$ cat config.mk
export PLATFORM = sky130hd
export DESIGN_NAME = rr_priority_arbiter
export DESIGN_NICKNAME = d
export VERILOG_FILES = /design/src/rtl/rr_priority_arbiter.sv
export SDC_FILE = /design/constraint.sdc
export NUM_CORES = 1
export LEC_CHECK = 0
export ABC_CLOCK_PERIOD_IN_PS = 2760
export BUFFER_PORTS_ARGS = -buffer_cell sky130_fd_sc_hd__buf_2
export CORE_MARGIN = 2
export CORE_UTILIZATION = 40
export DETAILED_ROUTE_END_ITERATION = 8
export GPL_ROUTABILITY_DRIVEN = 1
export GPL_TIMING_DRIVEN = 0
export HOLD_SLACK_MARGIN = 0.12
export SETUP_SLACK_MARGIN = 0.5
export SKIP_CTS_REPAIR_TIMING = 1
export SLEW_MARGIN = 20
export SYNTH_ARGS = -nofsm -noshare
export SYNTH_HDL_FRONTEND = slang
export SYNTH_SLANG_ARGS = --single-unit
$ cat constraint.sdc
create_clock -name clk -period 2.76 [get_ports clk]
set_input_delay 0.552 -clock clk [delete_from_list [all_inputs] [get_ports clk]]
set_output_delay 0.552 -clock clk [all_outputs]
set_load 0.005 [all_outputs]
$ cat src/rtl/rr_priority_arbiter.sv
// N-way arbiter with registered one-hot grant, held until the owner signals done.
// RR=1 rotates priority past the last completed owner; RR=0 is fixed priority, with index N-1 highest.
module rr_priority_arbiter #(
  parameter int N    = 4,
  parameter int RR   = 1,
  parameter int ID_W = $clog2(N)
) (
  input  logic            clk,
  input  logic            reset,
  input  logic [N-1:0]    req,
  input  logic            done,
  output logic [N-1:0]    grant,
  output logic [ID_W-1:0] grant_id,
  output logic            busy
);

  typedef enum logic {
    IDLE,
    GRANT
  } state_t;

  state_t          r_state;
  state_t          w_state_nxt;
  logic [N-1:0]    r_grant;
  logic [ID_W-1:0] r_grant_id;
  logic            r_busy;
  logic [ID_W-1:0] r_ptr;

  logic            w_any;
  logic            w_release;
  logic            w_load;
  logic [ID_W-1:0] w_base;
  logic [ID_W-1:0] w_cand;
  logic [ID_W-1:0] w_win_id;
  logic [N-1:0]    w_grant_nxt;
  logic [ID_W-1:0] w_id_nxt;
  logic            w_busy_nxt;

  assign w_any     = |req;
  assign w_release = (r_state == GRANT) && done;
  assign w_load    = ((r_state == IDLE) && w_any) || w_release;

  // On release the order is computed from the departing owner, not the stale ptr.
  always_comb begin
    w_base = '0;
    if (RR != 0) begin
      w_base = w_release ? r_grant_id : r_ptr;
    end
  end

  // Candidates are visited lowest priority first, so the last hit is the winner.
  always_comb begin
    w_win_id = '0;
    w_cand   = '0;
    for (int unsigned k = 0; k < N; k++) begin
      w_cand = ID_W'((32'(w_base) + N + k) % N);
      if (req[w_cand]) begin
        w_win_id = w_cand;
      end
    end
  end

  always_ff @(posedge clk or posedge reset) begin
    if (reset) begin
      r_state    <= IDLE;
      r_grant    <= '0;
      r_grant_id <= '0;
      r_busy     <= 1'b0;
      r_ptr      <= '0;
    end else begin
      r_state    <= w_state_nxt;
      r_grant    <= w_grant_nxt;
      r_grant_id <= w_id_nxt;
      r_busy     <= w_busy_nxt;
      if ((RR != 0) && w_release) begin
        r_ptr <= r_grant_id;
      end
    end
  end

  always_comb begin
    w_state_nxt = r_state;
    case (r_state)
      IDLE:    if (w_any) w_state_nxt = GRANT;
      GRANT:   if (done && !w_any) w_state_nxt = IDLE;
      default: w_state_nxt = IDLE;
    endcase
  end

  always_comb begin
    w_grant_nxt = r_grant;
    w_id_nxt    = r_grant_id;
    w_busy_nxt  = r_busy;
    if (w_load) begin
      w_grant_nxt = '0;
      w_id_nxt    = '0;
      w_busy_nxt  = w_any;
      if (w_any) begin
        w_grant_nxt[w_win_id] = 1'b1;
        w_id_nxt              = w_win_id;
      end
    end
  end

  assign grant    = r_grant;
  assign grant_id = r_grant_id;
  assign busy     = r_busy;

endmodule
==> results by group <==
Status
  • Run status: complete, no violations

Placed design
  • Pre-CTS WS: 0.735 ns
  • Port Buffers: 13
  • GP Congestion: approximately 0.74
  • Cell Area, Placed: 638 um2
  • Hpwl dp: between 800 and 900 um

Cells and area
  • Fillcell total: 132
  • Layout cells sized above 1: 0.375
  • Nets: 80
  • Synth-to-Final Area Change: 21.7%
  • Register area: 250 um2
  • Area of the multi-input gates: slightly below 300 um2
  • Final Instance Area: 674 um2
  • # diodes: 0

Timing
  • RSZ-0062 raised after global routing: no
  • Final setup vio count: 0
  • Tcrit/Tclk final: 0.647
  • Setup clock skew after layout: around 0.0075 ns
  • Fin. max-slew vios: 0
  • Hold_ws: 0.234 ns
  • Tmin final: 1.79 ns
  • Final hold violations: 0
  • Final setup TNS: 0 ns
  • Slew of the pin with the lowest slew margin: 0.500 ns
  • Post-route setup slack: between 0.9 and 1 ns
  • Max Clk Rate: 0.560 GHz
  • Slew headroom: 0.662

Critical path
  • Crit Path Category: flop to flop
  • CP required: 2.91 ns
  • Crit path launch type: flop
  • Setup crit end kind: flop
  • Peak fanout along the critical path: 6
  • CP Data Arrival Time: 1.94 ns

Power and ir drop
  • Worst-case vdd ir drop: 0.000331 V
  • PwrDens: about 660 mW/mm2
  • Leak: 0.325 nW

Floorplanning
  • Site Rows: 13
  • Die ar.: 0.00170 mm2
  • Initial Utilization: 0.426
  • Die Wd: just over 40 um
  • Io pins: 14
  • Die outline height: 41.2 um
  • Core Area: 0.00130 mm2

Run
  • Max-Cap Viols: 0

Synth
  • Cell taking the most area after synthesis: dfrtp_1
  • Cells after synthesis: 55
  • Synth Cell Area: between 500 and 600 um2
  • Yosys top cell area share: 0.451
  • Synthesis-stage register bit count: 10
  • Synth unique cells: 29
  • Mean area per synthesized cell: 10.1 um2
  • Syn. warnings: 0
  • Seq/Total Area, Yosys: 0.451
  • Top cells by area, synth: dfrtp_1, nor2_1, o311a_4
  • Net Count, Synth: 62

Route
  • First-pass DRT Iterations: 2
  • DRC viols: 0
  • Initial DRC count: 2
  • Final ANT Viol Nets: 0
  • Vias per inst: around 5.5
  • Avg WL per Cell: roughly 13 um
  • Vias: approximately 480
  • Drt total wl: 1.14 mm

CTS
  • CTS sink cnt: 10
  • Worst-path clk slew: 0.07 ns
  • Worst skew pair latency: 0.27 ns
  • Inserted Clock Buffers: 3
  • CTS tree: built
  • Root Buffer: clkbuf_4
  • Htree depth: 1
  • Clk buf depth: 2

Global route
  • Vias in the first global route: 430
  • First-pass GRT wire length: 1.97 mm
  • Total grt overflow: 0
  • Largest net degree at the start of global routing: 11
  • Overall Global Routing Usage: 0.185
  • Initial antenna violation count: 0

Hold path
  • HP Class: input port to async pin
[final timing paths]
kind	start	to	slack, ns	cells past startpoint
setup / recovery	r_state	grant[3]	0.97	5
hold / removal	reset	grant[1]	0.23	2
setup reg to reg	r_state	grant[3]	0.97	5
hold reg to reg	busy	busy	0.49	1
max in group asynchronous	reset	grant[0]	2.25	2
min in group clk	busy	busy	0.49	1
[placed cells by master, fill, tap and decap left out, types with 2 or more instances in the layout]
cell type / count
a22o_1: 2
nand2_1: 5
dfrtp_1: 10
and2_2: 2
inv_1: 3
nor2_1: 6
clkbuf_4: 3
nor2b_1: 2
o21ai_0: 3
buf_2: 13
a21oi_1: 2
[per-stage QoR]
stage,utilization,instances,power [mW]
3_3_place_gp,0.490,83,0.316
4_1_cts,0.518,87,0.451
5_1_grt,0.518,87,0.475
2_1_floorplan,-,55,0.273
3_5_place_dp,0.490,83,0.317
6_report,0.518,87,0.447
[critical path: stages, from the launching register on]
cell and delay (ns):
dfrtp_1 0.43, nand2_2 0.15, mux2_4 0.32, and2_4 0.16, o311ai_0 0.48, o21ai_1 0.11
[registers in the layout, summed over array words and instances, names as in the netlist]
register and cells:
grant 4, grant_id 2, r_ptr 2, busy 1
r_state 1
[power breakdown]
part | switching (mW) | internal, mW
clock | 0.0538 | 0.0803
combinational | 0.0564 | 0.0614
sequential | 0.0227 | 0.173
total | 0.133 | 0.314
[cell families after synthesis]
logic type	count (synthesis)	share of synthesized area
muxes	2	0.0474
and+or+nand+nor	24	0.239
AOI/OAI and AO/OA	16	0.242
buffers and inverters	3	0.0203
DFF	10	0.451
[per-layer routing]
| metal | part of all wire | GRT usage | wire length, um | up-vias |
|---|---|---|---|---|
| met2 | 0.44 | 0.270 | 498 | 11 |
| li1 | - | - | - | 238 |
| met5 | 0 | 0 | 0 | - |
| met3 | 0.050 | 0.0489 | 57 | 5 |
| met1 | 0.49 | 0.249 | 554 | 222 |
| met4 | 0.025 | 0.0968 | 29 | 0 |
[synthesized netlist by cell type]
cell type,instances
a22o_1,2
a21o_2,1
and4bb_2,1
a21oi_1,2
o21ai_0,3
nand2b_1,1
mux2_4,1
o2111a_1,1
nand2_2,1
inv_1,3
o21ai_1,1
nor4_1,1
o311a_4,1
mux2_2,1
o311ai_0,1
a2bb2oi_1,1
and2_4,1
nor3_1,1
nor2_1,6
nor3b_1,1
nor2b_1,2
and2_2,2
dfrtp_1,10
o211ai_1,1
nand4_1,1
nand2_1,5
a211oi_2,1
a22oi_1,1
nand3_1,1
[final cells by class]
| cell class | count | share of cell area |
|---|---|---|
| inverters | 3 | 0.0167 |
| repair buffers | 13 | 0.0965 |
| flip-flops and latches | 10 | 0.371 |
| clock buffers | 4 | 0.0538 |
| multi-input cells | 42 | 0.434 |
| well taps | 15 | 0.0278 |
(Power assumes the default switching activity.)
